## config.mk

```make
export PLATFORM = sky130hd
export DESIGN_NAME = gate_sweep_ctrl_flat
export DESIGN_NICKNAME = d
export VERILOG_FILES = /design/src/rtl/gate_sweep_pkg.sv /design/src/rtl/gate_sweep_ctrl_if.sv /design/src/rtl/gate_sweep_ctrl_settle_timer.sv /design/src/rtl/gate_sweep_ctrl.sv /design/src/flat_wrapper.sv
export SDC_FILE = /design/constraint.sdc
export NUM_CORES = 1
export LEC_CHECK = 0
export BUFFER_PORTS_ARGS = -buffer_cell sky130_fd_sc_hd__buf_2
export CORE_ASPECT_RATIO = 1.5
export CORE_MARGIN = 2
export CORE_UTILIZATION = 49
export DETAILED_ROUTE_END_ITERATION = 16
export PLACE_DENSITY = 0.84
export SLEW_MARGIN = 10
export SYNTH_ARGS = -nofsm -noshare
export SYNTH_HDL_FRONTEND = slang
export SYNTH_SLANG_ARGS = --single-unit
```

## constraint.sdc

```tcl
create_clock -name clk -period 1.5 [get_ports clk]
set_input_delay 0.15 -clock clk [delete_from_list [all_inputs] [get_ports clk]]
set_output_delay 0.15 -clock clk [all_outputs]
set_load 0.03 [all_outputs]
```

## src/rtl/gate_sweep_pkg.sv

```systemverilog
// Shared types and sizes for the two-input gate sweep sequencer.
// The state encoding values are fixed so that debug probes read the same everywhere.
package gate_sweep_pkg;

    localparam int NUM_VECTORS = 4;
    localparam int IDX_W       = 2;
    localparam int CNT_W       = 8;

    typedef enum logic [1:0] {
        IDLE   = 2'd0,
        SETTLE = 2'd1,
        SAMPLE = 2'd2,
        DONE   = 2'd3
    } state_e;

    // Returns tt with bit idx replaced by the sampled gate output.
    function automatic logic [NUM_VECTORS-1:0] tt_set_bit(
        input logic [NUM_VECTORS-1:0] tt,
        input logic [IDX_W-1:0]       idx,
        input logic                   y
    );
        logic [NUM_VECTORS-1:0] res;
        res      = tt;
        res[idx] = y;
        return res;
    endfunction

endpackage

```

## src/rtl/gate_sweep_ctrl_if.sv

```systemverilog
// Host-side handshake of the gate sweep sequencer: request/abort in, status and truth table out.
interface gate_sweep_ctrl_if;
    import gate_sweep_pkg::*;

    logic                   start;
    logic                   abort;
    logic                   busy;
    logic                   done;
    logic [NUM_VECTORS-1:0] tt;
    logic                   pass;

    modport master (output start, output abort, input busy, input done, input tt, input pass);
    modport slave  (input start, input abort, output busy, output done, output tt, output pass);

endinterface

```

## src/rtl/gate_sweep_ctrl_settle_timer.sv

```systemverilog
// Settle counter: cleared while clr is high, counts while en is high,
// hit flags the last settle cycle (count == SETTLE_CYCLES-1).
module settle_timer
    import gate_sweep_pkg::*;
#(
    parameter int SETTLE_CYCLES = 2
) (
    input  logic clk,
    input  logic rst,
    input  logic clr,
    input  logic en,
    output logic hit
);

    logic [CNT_W-1:0] count_r;

    // Counter register with clear taking priority over count enable.
    always_ff @(posedge clk) begin
        if (rst) begin
            count_r <= {CNT_W{1'b0}};
        end else if (clr) begin
            count_r <= {CNT_W{1'b0}};
        end else if (en) begin
            count_r <= count_r + CNT_W'(1);
        end else begin
            count_r <= count_r;
        end
    end

    assign hit = (count_r == CNT_W'(SETTLE_CYCLES - 1));

endmodule

```

## src/rtl/gate_sweep_ctrl.sv

```systemverilog
// Sweeps a two-input gate through 00,01,10,11, samples y after a settle time
// and compares the captured truth table against EXPECT_TT.
module gate_sweep_ctrl
    import gate_sweep_pkg::*;
#(
    parameter int                     SETTLE_CYCLES = 2,
    parameter logic [NUM_VECTORS-1:0] EXPECT_TT     = 4'b1000
) (
    input  logic               clk,
    input  logic               rst,
    gate_sweep_ctrl_if.slave   host,
    output logic               a,
    output logic               b,
    input  logic               y
);

    state_e                 state_r, state_next_s;
    logic [IDX_W-1:0]       idx_r, idx_next_s;
    logic [1:0]             ab_r, ab_next_s;
    logic [NUM_VECTORS-1:0] tt_r, tt_next_s;
    logic                   pass_r, pass_next_s;
    logic                   busy_r, busy_next_s;
    logic                   done_r, done_next_s;
    logic                   hit_s;

    settle_timer #(
        .SETTLE_CYCLES (SETTLE_CYCLES)
    ) u_settle_timer (
        .clk (clk),
        .rst (rst),
        .clr (state_r != SETTLE),
        .en  (state_r == SETTLE),
        .hit (hit_s)
    );

    // State and output registers.
    always_ff @(posedge clk) begin
        if (rst) begin
            state_r <= IDLE;
            idx_r   <= {IDX_W{1'b0}};
            ab_r    <= 2'b00;
            tt_r    <= {NUM_VECTORS{1'b0}};
            pass_r  <= 1'b0;
            busy_r  <= 1'b0;
            done_r  <= 1'b0;
        end else begin
            state_r <= state_next_s;
            idx_r   <= idx_next_s;
            ab_r    <= ab_next_s;
            tt_r    <= tt_next_s;
            pass_r  <= pass_next_s;
            busy_r  <= busy_next_s;
            done_r  <= done_next_s;
        end
    end

    // Next-state and next register values; abort is applied last so it overrides everything.
    always_comb begin
        state_next_s = state_r;
        idx_next_s   = idx_r;
        ab_next_s    = ab_r;
        tt_next_s    = tt_r;
        pass_next_s  = pass_r;
        busy_next_s  = busy_r;
        done_next_s  = 1'b0;
        case (state_r)
            IDLE: begin
                if (host.start && !host.abort) begin
                    state_next_s = SETTLE;
                    idx_next_s   = {IDX_W{1'b0}};
                    ab_next_s    = 2'b00;
                    tt_next_s    = {NUM_VECTORS{1'b0}};
                    pass_next_s  = 1'b0;
                    busy_next_s  = 1'b1;
                end else begin
                    state_next_s = IDLE;
                end
            end
            SETTLE: begin
                if (hit_s) begin
                    state_next_s = SAMPLE;
                end else begin
                    state_next_s = SETTLE;
                end
            end
            SAMPLE: begin
                tt_next_s = tt_set_bit(tt_r, idx_r, y);
                // pass uses the completed table so it is valid together with done.
                if (idx_r == IDX_W'(NUM_VECTORS - 1)) begin
                    state_next_s = DONE;
                    done_next_s  = 1'b1;
                    busy_next_s  = 1'b0;
                    pass_next_s  = (tt_next_s == EXPECT_TT);
                end else begin
                    state_next_s = SETTLE;
                    idx_next_s   = idx_r + IDX_W'(1);
                    ab_next_s    = idx_r + IDX_W'(1);
                end
            end
            DONE: begin
                state_next_s = IDLE;
            end
            default: begin
                state_next_s = IDLE;
            end
        endcase

        if (host.abort && (state_r != IDLE)) begin
            state_next_s = IDLE;
            idx_next_s   = {IDX_W{1'b0}};
            ab_next_s    = 2'b00;
            tt_next_s    = tt_r;
            pass_next_s  = 1'b0;
            busy_next_s  = 1'b0;
            done_next_s  = 1'b0;
        end else begin
            done_next_s  = done_next_s;
        end
    end

    assign a         = ab_r[1];
    assign b         = ab_r[0];
    assign host.busy = busy_r;
    assign host.done = done_r;
    assign host.tt   = tt_r;
    assign host.pass = pass_r;

endmodule

```

## src/flat_wrapper.sv

```systemverilog
// flat-port wrapper written by rule: the top's interface ports become plain ports
module gate_sweep_ctrl_flat import gate_sweep_pkg::*;
#(
    parameter int                     SETTLE_CYCLES = 2,
    parameter logic [NUM_VECTORS-1:0] EXPECT_TT     = 4'b1000
)
  (clk, rst, a, b, y, host_start, host_abort, host_busy, host_done, host_tt, host_pass);
  gate_sweep_ctrl_if host_i ();
  input  logic clk;
  input  logic rst;
  output logic a;
  output logic b;
  input  logic y;
  input wire logic [$bits(host_i.start)-1:0] host_start;
  input wire logic [$bits(host_i.abort)-1:0] host_abort;
  output wire logic [$bits(host_i.busy)-1:0] host_busy;
  output wire logic [$bits(host_i.done)-1:0] host_done;
  output wire logic [$bits(host_i.tt)-1:0] host_tt;
  output wire logic [$bits(host_i.pass)-1:0] host_pass;
  assign host_i.start = host_start;
  assign host_i.abort = host_abort;
  assign host_busy = host_i.busy;
  assign host_done = host_i.done;
  assign host_tt = host_i.tt;
  assign host_pass = host_i.pass;
  gate_sweep_ctrl #(.SETTLE_CYCLES(SETTLE_CYCLES), .EXPECT_TT(EXPECT_TT)) u_core (.clk(clk), .rst(rst), .host(host_i), .a(a), .b(b), .y(y));
endmodule
```

==> results of run 1 <==
[synthesized netlist by cell type, drive strengths merged (2+ instances only)]
| cell type | instances |
|---|---|
| nor3 | 2 |
| nor2 | 18 |
| mux2i | 3 |
| inv | 6 |
| mux2 | 2 |
| xor2 | 4 |
| clkbuf | 4 |
| a22oi | 3 |
| or3 | 3 |
| a21oi | 6 |
| nand2b | 3 |
| dfxtp | 19 |
| nor2b | 2 |
| o21ai | 9 |
| nand3 | 6 |
| ha | 6 |
| o21bai | 2 |
[layer usage]
layer	vias up	global-route usage	wire length, um
met1	371	0.203	717
met3	4	0.0230	49
met2	10	0.323	991
li1	421	-	-
met4	0	0.148	65
met5	-	0	0
[power breakdown]
group          internal (mW)  switching, mW  total, mW  leakage (nW)
Clock                  0.104          0.157      0.261        0.0150
Combinational         0.0268         0.0392     0.0659         0.275
Sequential             0.508        0.00807      0.516         0.155
Total                  0.639          0.204      0.842         0.446
[flip-flops by register name, indices dropped and copies added (netlist names)]
signal,cells
u_core.host.busy,1
u_core.state_r,2
u_core.ab_r,2
u_core.u_settle_timer.count_r,8
u_core.host.tt,4
u_core.host.pass,1
u_core.host.done,1
[layout make-up]
cell class	instances	area (um^2)	area share
repair buffers	19	110	0.0990
multi-input cells	80	537	0.483
inverters	6	25.0	0.0225
clock buffers	4	26.3	0.0236
flip-flops and latches	19	388	0.349
well taps	21	26.3	0.0236
[logic make-up (layout without fill, tap and decap cells)]
logic type,Yosys count,count (layout)
AND/OR/NAND/NOR,41,41
AO/OA/AOI/OAI,23,23
flip-flops,19,19
buffers and inverters,11,29
adder cells (fa/ha/maj),6,6
XOR/XNOR,5,5
multiplexers,5,5
[worst paths after layout]
kind                                   end  slack, ns                           from  cells after the start
max          u_core.host.pass$_SDFFE_PP0P_       0.08    u_core.ab_r[0]$_SDFFE_PP0P_                      5
min           u_core.state_r[1]$_SDFF_PP0_       0.09                     host_abort                      2
max reg2reg  u_core.host.pass$_SDFFE_PP0P_       0.08    u_core.ab_r[0]$_SDFFE_PP0P_                      5
min reg2reg  u_core.host.pass$_SDFFE_PP0P_       0.50  u_core.host.pass$_SDFFE_PP0P_                      2
[stage by stage]
step                      setup TNS (ns)  instance area (um^2)  std cells  power, mW
after floorplan                        0                   966        110      0.573
after global placement                 0                  1080        145      0.592
after detailed placement         -0.0102                  1080        145      0.593
after CTS                              0                  1110        149      0.847
after global routing                   0                  1110        149      0.871
final                                  0                  1110        149      0.842
[timing repair]
item	CTS	global route
resized for setup	3	3
setup endpoints to repair	1	2
gates cloned	0	0
pin swaps	1	2
endpoints found under the hold margin	0	0
==> metrics, run 1 <==
status finished, final reports clean; Layout Utilization 0.608; io pins 14; ys async rst share 0; clk slew on worst S/H paths 0.11 ns; total track usage 0.193; mean post-synth cell area 8.71 um^2; share of cells above drive strength 1 0.266; DRC 0; via count 806; CP top delay family flip-flops; Synthesized Nets 121; CP Max Fanout 3; most frequent cells in the layout nor2_1 (18), dfxtp_1 (17), buf_2 (13), o21ai_0 (8); Critical path buffers and inverters 1; pre-CTS WS -0.0102 ns; Fmax 705 MHz; largest family of logic cells by synthesized area simple AND/OR/NAND/NOR gates; clock latency on the worst-skew pair 0.31 ns; grt total ovfl 0; Power Density 757 nW/um^2; Seq/Total Area, Yosys 0.397; Compound-Gate Fraction of Synth Area 0.145; cell taking the most area after synthesis dfxtp_1; number of synthesized register bits 19; Hold/Removal Path Class in -> reg; Worst Tran Pin Value 0.445 ns; FILL cells about 170; vias in the first global route a little under 800; Hold Slack around 0.095 ns; Worst Path Arrival about 1.7 ns; H-tree levels 1; CP Launch Type flop; I/O Buffers 13; CP Capture Type flop; synthesized cell area 958 um^2; RSZ-0062 raised after global routing no; XOR/XNOR share of the synthesized area 0.0457; CP peak stage delay between 0.3 and 0.4 ns; Max Cap Viol 0; top post-synthesis cells by area dfxtp_1 (40%), ha_1 (7.8%), nor2_1 (7.0%), o21ai_0 (4.7%), xor2_1 (3.7%); Final WS setup 0.0811 ns; postcts setup bufs 0; total wire length ~1.8 mm; post-synthesis mux area share 0.0548; Fin. Hold Viols 0; Final Cycle Share 0.946; Core Rows 19; first-pass GRT wire length 3.07 mm; Worst path slowest cell dfxtp_4; Post-Synth Adder-Cell Area 0.0783; n_diodes 0; commonest non-fill, non-tap cell in the layout nor2_1; Die W 40.1 um; nets@finish 140; routed len/inst between 10 and 15 um; initial DRC count 26; Top FF cell, synth dfxtp_1; height of the die 58.2 um; Antenna Violating Nets Remaining 0; Initial Utilization 0.524; largest net degree at the start of global routing 12; Worst Path Required 1.75 ns; final setup vio count 0; # hold bufs at CTS 0; total CTS buffers 3; Max Clock Skew 0.00770 ns; synth warn 0; post-synth cell types 31; core area approximately 1800 um^2; Synth top area share 0.397; First-pass DRT Iterations 4; initial antenna violation count 0; number of enable flip-flop cells after synthesis 0; Root Buffer clkbuf_4; critical-path cell list inv_4 -> ha_2 -> mux2_2 -> or3_1 -> a21oi_1; die footprint about 2300 um^2; Via density 5.41; Pleak 0.446 nW; Post-DP HPWL approximately 1.4 mm; P&R area growth vs syn 16.1%; # clock sinks 19; gpl congestion 0.694; Synth Instances 110; Worst slew margin 0.700; fin crit period roughly 1.4 ns; Synth Area in Simple Gates 0.231; IR drop worst, VDD 0.000671 V; buffers from clock root to sink, at most 2; critical path type reg -> reg; CTS tree yes; max-slew violation count 0
No activity file was read; power rests on OpenSTA's default activity.
==> inputs of run 2 (changes only) <==
--- a/config.mk
+++ b/config.mk
@@ -6,7 +6,6 @@
 export NUM_CORES = 1
 export LEC_CHECK = 0
 export BUFFER_PORTS_ARGS = -buffer_cell sky130_fd_sc_hd__buf_2
-export CORE_ASPECT_RATIO = 1.5
 export CORE_MARGIN = 2
 export CORE_UTILIZATION = 49
 export DETAILED_ROUTE_END_ITERATION = 16
==> constraint.sdc (replaced) <==
create_clock -name clk -period 1.5 [get_ports clk]
set_input_delay 0.15 -clock clk [delete_from_list [all_inputs] [get_ports clk]]
set_output_delay 0.15 -clock clk [all_outputs]
set_load 0.005 [all_outputs]
==> metrics, run 2 (synthesized netlist as in run 1, its figures left out) <==
Worst slew margin 0.796; max reg flops 8; critical path type reg -> reg; via count 819; fin crit period 1.43 ns; IR drop worst, VDD 0.000608 V; FILL cells 149; Worst Path Required 1.75 ns; Initial Utilization 0.538; Max Cap Viol 0; CP Capture Type flop; total wire length 1.92 mm; Power Density 745 nW/um^2; io pins 14; most frequent cells in the layout nor2_1 (18), dfxtp_1 (16), buf_2 (13), o21ai_0 (8), nand3_1 (6); CP Max Fanout 3; Post-DP HPWL 1.49 mm; Core Rows 15; gpl congestion 0.799; Max Clock Skew roughly 0.015 ns; Via density 5.39; nets@finish 139; share of cells above drive strength 1 0.283; routed len/inst roughly 13 um; max-slew violation count 0; Antenna Violating Nets Remaining 0; CTS tree yes; die footprint 2330 um^2; vias in the first global route around 800; Worst Tran Pin Value ~0.3 ns; grt total ovfl 0; initial DRC count 12; final setup vio count 0; P&R area growth vs syn 17.1%; DRC 0; Final Cycle Share 0.954; n_diodes 0; register area 384 um^2; Fmax 699 MHz; # clock sinks 19; height of the die 48.2 um; Die W a little under 50 um; Worst Path Arrival 1.68 ns; buffers from clock root to sink, at most 2; initial antenna violation count 0; Post-Place Cells between 100 and 150; final cell count without fillers 152; RSZ-0062 raised after global routing yes; Fin. Hold Viols 0; clock latency on the worst-skew pair around 0.30 ns; Layout Utilization 0.629; First-pass DRT Iterations 4; I/O Buffers 13; commonest non-fill, non-tap cell in the layout nor2_1; Root Buffer clkbuf_4; H-tree levels 1; largest net degree at the start of global routing 12; first-pass GRT wire length 3.19 mm; fin area 1120 um^2; clk slew on worst S/H paths approximately 0.11 ns; core area 1780 um^2; multi-input logic area 554 um^2; CP Launch Type flop; Placement Cell Area 1070 um^2; Largest Register u_core.u_settle_timer.count_r; setup slack, reg-to-reg 0.07 ns; total CTS buffers 3; Hold Slack 0.101 ns; Pleak 0.449 nW; postcts setup bufs 0; total track usage 0.206; status finished, final reports clean; Hold/Removal Path Class in -> reg
==> run 2: layer usage <==
metal,vias to the layer above,wire (um),track usage
met2,27,933,0.366
met5,-,0,0
met4,0,53,0.0865
met3,6,118,0.0815
li1,416,-,-
met1,370,816,0.213
==> run 2: power by group <==
part / leakage [nW] / internal (mW) / switching (mW)
clock: 0.0177 / 0.0993 / 0.154
sequential: 0.155 / 0.512 / 0.00919
combinational: 0.276 / 0.0277 / 0.0344
==> run 2: path summary, 6_finish.rpt <==
check                                                       end                                           from  cells after the start
setup reg to reg                  u_core.host.pass$_SDFFE_PP0P_                    u_core.ab_r[0]$_SDFFE_PP0P_                      5
setup / recovery                  u_core.host.pass$_SDFFE_PP0P_                    u_core.ab_r[0]$_SDFFE_PP0P_                      5
hold reg to reg   u_core.u_settle_timer.count_r[0]$_SDFFE_PP0N_  u_core.u_settle_timer.count_r[0]$_SDFFE_PP0N_                      1
hold / removal                     u_core.state_r[1]$_SDFF_PP0_                                     host_abort                      2
==> run 2: metrics by stage <==
step | setup TNS (ns) | worst slack (ns) | total power [mW]
3_5_place_dp | -0.0241 | -0.0241 | 0.592
5_1_grt | -0.0309 | -0.0309 | 0.875
2_1_floorplan | 0 | 0.0167 | 0.570
3_3_place_gp | 0 | 0.0566 | 0.590
4_1_cts | 0 | 0.0265 | 0.844
6_report | 0 | 0.0693 | 0.837
==> run 2: worst max-delay path: stages (launching register included) <==
cell     delay (ns)
dfxtp_2        0.36
inv_2          0.06
ha_4           0.16
mux2_4         0.30
or3_1          0.38
a21oi_2        0.11
==> run 2: repair_timing <==
| action | CTS | global route |
|---|---|---|
| pin swaps | 0 | 1 |
| setup endpoints to repair | 1 | 4 |
| resized for setup | 6 | 5 |
| hold buffers | 0 | 0 |
==> run 2: area by class of cell <==
class	count	share of cell area
multi-input combinational	80	0.494
inverter	6	0.0201
clock buffer	3	0.0201
tap	25	0.0279
clock inverter	1	0.00446
sequential	19	0.342
timing repair buffer	18	0.0914
